### src/rtl/healthcare_sensor_frame_rx.sv
// Serial receiver for healthcare sensor frames.
//
// A frame is an 8-bit sync pattern, a 50-bit payload and one even-parity bit,
// all sent MSB-first, one bit per s_valid beat. The receiver hunts for the sync
// pattern with a sliding window. It then collects the payload and checks parity.
// Good frames are published to the field outputs, which hold until the next good
// frame. The receiver aborts a frame when the gap between beats grows too long.
//
// Ports:
//   clk, rst          clock and asynchronous active-high reset
//   s_valid, s_bit    serial input; s_bit is sampled when s_valid is high
//   pressureData .. tempSensorValue
//                     fields of the last good frame
//   frame_valid       one-cycle pulse when a good frame is published
//   parity_error      one-cycle pulse when a frame is dropped on bad parity
//   timeout_error     one-cycle pulse when a frame is aborted on an idle gap
//   busy              high while receiving payload or waiting for parity
module healthcare_sensor_frame_rx #(
    parameter int unsigned TIMEOUT = 255,
    parameter logic [7:0]  SYNC    = 8'hA5
) (
    input  logic       clk,
    input  logic       rst,
    input  logic       s_valid,
    input  logic       s_bit,
    output logic [5:0] pressureData,
    output logic [3:0] bloodPH,
    output logic [2:0] bloodType,
    output logic [7:0] fdSensorValue,
    output logic [7:0] fdFactoryValue,
    output logic [7:0] bloodSensor,
    output logic [4:0] factotyBaseTemp,
    output logic [3:0] factotyTempCoef,
    output logic [3:0] tempSensorValue,
    output logic       frame_valid,
    output logic       parity_error,
    output logic       timeout_error,
    output logic       busy
);

    localparam int unsigned GapWidth = ($clog2(TIMEOUT + 1) < 1) ? 1 : $clog2(TIMEOUT + 1);
    localparam logic [GapWidth-1:0] GapLimit = GapWidth'(TIMEOUT);
    localparam logic [5:0] LastBeat = 6'd49;

    typedef enum logic [1:0] {
        StHunt,
        StPayload,
        StParity
    } rxState_t;

    rxState_t            state;
    // Last seven hunted bits. Together with the incoming bit they form the
    // 8-bit sync window. The oldest bit would never be compared, so it is not kept.
    logic [6:0]          huntReg;
    logic [49:0]         shiftReg;
    logic [5:0]          beatCnt;
    logic [GapWidth-1:0] gapCnt;
    logic [7:0]          huntWindow;

    assign huntWindow = {huntReg, s_bit};

    always_ff @(posedge clk or posedge rst) begin
        if (rst) begin
            state           <= StHunt;
            huntReg         <= '0;
            shiftReg        <= '0;
            beatCnt         <= '0;
            gapCnt          <= '0;
            pressureData    <= '0;
            bloodPH         <= '0;
            bloodType       <= '0;
            fdSensorValue   <= '0;
            fdFactoryValue  <= '0;
            bloodSensor     <= '0;
            factotyBaseTemp <= '0;
            factotyTempCoef <= '0;
            tempSensorValue <= '0;
            frame_valid     <= 1'b0;
            parity_error    <= 1'b0;
            timeout_error   <= 1'b0;
            busy            <= 1'b0;
        end else begin
            frame_valid   <= 1'b0;
            parity_error  <= 1'b0;
            timeout_error <= 1'b0;
            case (state)
                StHunt: begin
                    gapCnt <= '0;
                    if (s_valid) begin
                        huntReg <= huntWindow[6:0];
                        if (huntWindow == SYNC) begin
                            state   <= StPayload;
                            busy    <= 1'b1;
                            beatCnt <= '0;
                        end
                    end
                end
                StPayload, StParity: begin
                    if (gapCnt == GapLimit) begin
                        // The abort takes priority over a beat on the same edge.
                        timeout_error <= 1'b1;
                        state         <= StHunt;
                        busy          <= 1'b0;
                        huntReg       <= '0;
                        beatCnt       <= '0;
                        gapCnt        <= '0;
                    end else if (!s_valid) begin
                        gapCnt <= gapCnt + GapWidth'(1);
                    end else if (state == StPayload) begin
                        gapCnt   <= '0;
                        shiftReg <= {shiftReg[48:0], s_bit};
                        if (beatCnt == LastBeat) begin
                            state   <= StParity;
                            beatCnt <= '0;
                        end else begin
                            beatCnt <= beatCnt + 6'd1;
                        end
                    end else begin
                        if (((^shiftReg) ^ s_bit) == 1'b0) begin
                            pressureData    <= shiftReg[49:44];
                            bloodPH         <= shiftReg[43:40];
                            bloodType       <= shiftReg[39:37];
                            fdSensorValue   <= shiftReg[36:29];
                            fdFactoryValue  <= shiftReg[28:21];
                            bloodSensor     <= shiftReg[20:13];
                            factotyBaseTemp <= shiftReg[12:8];
                            factotyTempCoef <= shiftReg[7:4];
                            tempSensorValue <= shiftReg[3:0];
                            frame_valid     <= 1'b1;
                        end else begin
                            parity_error <= 1'b1;
                        end
                        state   <= StHunt;
                        busy    <= 1'b0;
                        huntReg <= '0;
                        beatCnt <= '0;
                        gapCnt  <= '0;
                    end
                end
                default: begin
                    state   <= StHunt;
                    busy    <= 1'b0;
                    huntReg <= '0;
                    beatCnt <= '0;
                    gapCnt  <= '0;
                end
            endcase
        end
    end

endmodule
### config.mk
export PLATFORM = sky130hd
export DESIGN_NAME = healthcare_sensor_frame_rx
export DESIGN_NICKNAME = d
export VERILOG_FILES = /design/src/rtl/healthcare_sensor_frame_rx.sv
export SDC_FILE = /design/constraint.sdc
export NUM_CORES = 1
export LEC_CHECK = 0
export CORE_ASPECT_RATIO = 1.1
export CORE_UTILIZATION = 50
export CTS_CLUSTER_DIAMETER = 200
export DETAILED_ROUTE_END_ITERATION = 6
export PLACE_DENSITY = 0.76
export SLEW_MARGIN = 20
export SYNTH_ARGS = -nofsm -noshare
export SYNTH_HDL_FRONTEND = slang
export SYNTH_SLANG_ARGS = --single-unit
### constraint.sdc
create_clock -name clk -period 4.03 [get_ports clk]
set_input_delay 0.403 -clock clk [delete_from_list [all_inputs] [get_ports clk]]
set_output_delay 0.403 -clock clk [all_outputs]
set_load 0.02 [all_outputs]
==> impl_metrics.yaml <==
global_routing:
  met3_usage: 0.0578
  gr-total-overflow: 0
  grtUsageMet2: 0.292
  grt_overall_usage: 0.184
  first_global_vias: 3276
  grt_first_pass_wirelength_um: 16000
  grt_antenna_before_repair: 0
  gr_busiest_metal: "met2"
  globalRouteMet1Util: 0.235
  grt_max_degree: 62
power_and_ir_drop:
  leakage_nw: 3.20
  worst_ir_drop_vdd_uv: 307
  power_per_standard_cell_area_nw_per_um2: 436
critical_path:
  reg2reg_to: "bloodSensor[4]"
  worst_path_max_delay_cell: "clkdlybuf4s50_1"
  kind_of_launch_point_of_the_worst_setup_path: "input pin"
  timing.critical_path.cells: "clkdlybuf4s50_1 -> xnor2_1 -> xnor2_1 -> xnor2_1 -> xnor3_1 -> xnor3_1 -> nor3_4 -> buf_4 -> mux2_2"
  cpMostUsedCell: "xnor2_1"
  cp-end-kind: "register"
  timing.critical_path.required_ns: 4.32
  reg2regPathDepth: 8
  cp_max_fo: 41
  timing.critical_path.arrival_ns: 3.29
  r2r_slack_ns: 1.03
  critPathKind: "in -> reg"
  longest_individual_stage_delay_on_the_worst_path_ns: 0.56
  timing.rr.start: "shiftReg[21]"
drt:
  detail_route.wirelength_um: 9100
  vias: 3193
  detailedRoute.firstIterationViolations: 119
  drt-wirelength-per-cell_um: 14.7
  ant_nets: 0
  route.detailed.drc: 0
  drt-vias-per-instance: 5.18
  drt_pass1_iterations: 4
synth:
  ys_warn_count: 0
  syn_area_sq_um: 5450
  mean_instance_size_in_the_synthesized_netlist_sq_um: 13.8
  synth.top_cells.by_area: "dfrtp_1, mux2_2, xnor2_1"
  proportion_of_synthesized_chip_area_in_sequential_cells: 0.583
  synth_top_cell_area_share: 0.583
  synthArstFlopShare: 1.00
  synth_largest_area_cell: "dfrtp_1"
  number_of_synthesized_register_bits: 127
  unique_cell_type_count_in_the_yosys_netlist: 32
  synthesis.instances: 394
  ys_dominant_reg_cell: "dfrtp_1"
  net_count_synth: 405
  edff_count_synth: 0
sta:
  timing.final.crit_share: 0.745
  finClkSkew_ns: 0.00706
  worst_pin_slew_ns: 0.833
  finalWorstSetupSlack_ns: 1.03
  fin_worst_hold_slack_ns: 0.475
  setup_tns_final_ns: 0
  worst_slew_margin_rel: 0.441
  setup_viol: 0
  timing_max_transition_violations_final: 0
  rsz0062_at_grt: "false"
  finalCriticalPeriod_ns: 3.00
  maxClockFrequency_mhz: 333
  final_hold_viol_count: 0
clock_network:
  max-clock-path-buffers: 2
  ctsRootBufferMaster: "clkbuf_16"
  cts_htree_levels: 4
  post_cts_resize_count: 0
  clk_pin_slew_worst_paths_ns: 0.05
  insertion_delay_ns: 0.41
  ctsHoldBuffers: 0
  number_of_cts_inserted_buffers: 17
  cts_tree: "done"
  post_cts_setup_buffer_count: 0
  clock_sink_count: 127
run_status:
  run_status: "complete, no violations"
placed_design:
  place_worst_setup_slack_ns: 0.589
  dpl.hpwl_um: 6200
  io_buffers: 57
  place.gp.congestion: 0.724
floorplanning:
  placementRows: 39
  fp.coreArea_sq_um: 10500
  initial_core_utilization: 0.520
  die_y_um: 112
  die_w_um: 102
  io-pin-count: 58
  dieArea_sq_um: 11300
layout:
  fill_cells: 786
  diodes: 0
  layout-area-overhead-vs-synth_pct: 23.8
  layout.cells.most_common_list: "dfrtp_1, mux2_2, clkdlybuf4s50_1"
  layout.nets: 475
  drive_above_1_share: 0.287
  multi_input_area_sq_um: 2170
  layout.cells.most_common: "dfrtp_1"
  sequential_cell_area_sq_um: 3180
  final_core_utilization: 0.644
run:
  maxCapViolations: 0
hold_path:
  timing.hold.worst.class: "in -> async"
logic make-up after synthesis:
group	synth area share
muxes	0.208
and+or+nand+nor	0.0576
buffers and inverters	0.0200
adders and majority gates	0.0161
xor gates and xnor gates	0.0918
DFF	0.583
AOI/OAI and AO/OA	0.0234
worst max-delay path: cells and delay by family:
family	cells	cell delay, ns
mux	1	0.40
buf+inv	2	1.03
simple gates	1	0.14
xor+xnor	5	1.28
metal layers:
metal / wire (um) / part of all wire / vias to the layer above
met5: 0 / 0 / -
met4: 141 / 0.015 / 0
met3: 314 / 0.035 / 10
met2: 4620 / 0.51 / 56
met1: 4030 / 0.44 / 1629
li1: - / - / 1498
flip-flops by register name, indices dropped and copies added (netlist names), 2 cells and up:
name,cells
gapCnt,8
pressureData,6
bloodPH,4
state,2
tempSensorValue,4
factotyTempCoef,4
shiftReg,50
fdSensorValue,8
bloodSensor,8
bloodType,3
beatCnt,6
huntReg,7
factotyBaseTemp,5
fdFactoryValue,8
Yosys cell counts (4+ instances only):
cell type / instances
buf_6: 5
inv_1: 6
buf_1: 5
nand3_1: 7
nor2b_1: 4
dfrtp_1: 127
nor2_1: 16
nand2b_1: 4
o21ai_0: 15
mux2_2: 97
xor2_1: 9
nand2_1: 19
xnor2_1: 43
ha_1: 7
power breakdown:
group	switching (W)	leakage [nW]	internal (W)	total, W
registers	0.0000225	1.77	0.00130	0.00133
clock network	0.000507	0.287	0.000977	0.00148
logic	0.0000788	1.15	0.0000569	0.000136
how the worst max path moves through the flow:
stage,from,endpoint,depth (start not counted)
after detailed placement,s_bit,fdFactoryValue[3],9
after global placement,s_bit,bloodType[2],9
after global routing,s_bit,bloodType[2],9
after CTS,shiftReg[21],factotyTempCoef[3],8
final,s_bit,bloodSensor[4],9
after floorplan,rst,beatCnt[0],1
metrics by stage:
stage               power, W  instance area (sq um)  instances
detailed placement   0.00149                   6170        588
floorplan            0.00145                   5450        394
CTS                  0.00298                   6750        617
global placement     0.00148                   6170        588
global route         0.00306                   6750        617
finish               0.00295                   6750        617
cell type report:
class	count	share of cell area
multi-input cells	248	0.321
clock buffers	23	0.0738
repair buffers	64	0.0923
flip-flops and latches	127	0.471
well taps	143	0.0265
clock inverters	6	0.0122
inverters	6	0.00371
No activity file was read; power rests on OpenSTA's default activity.
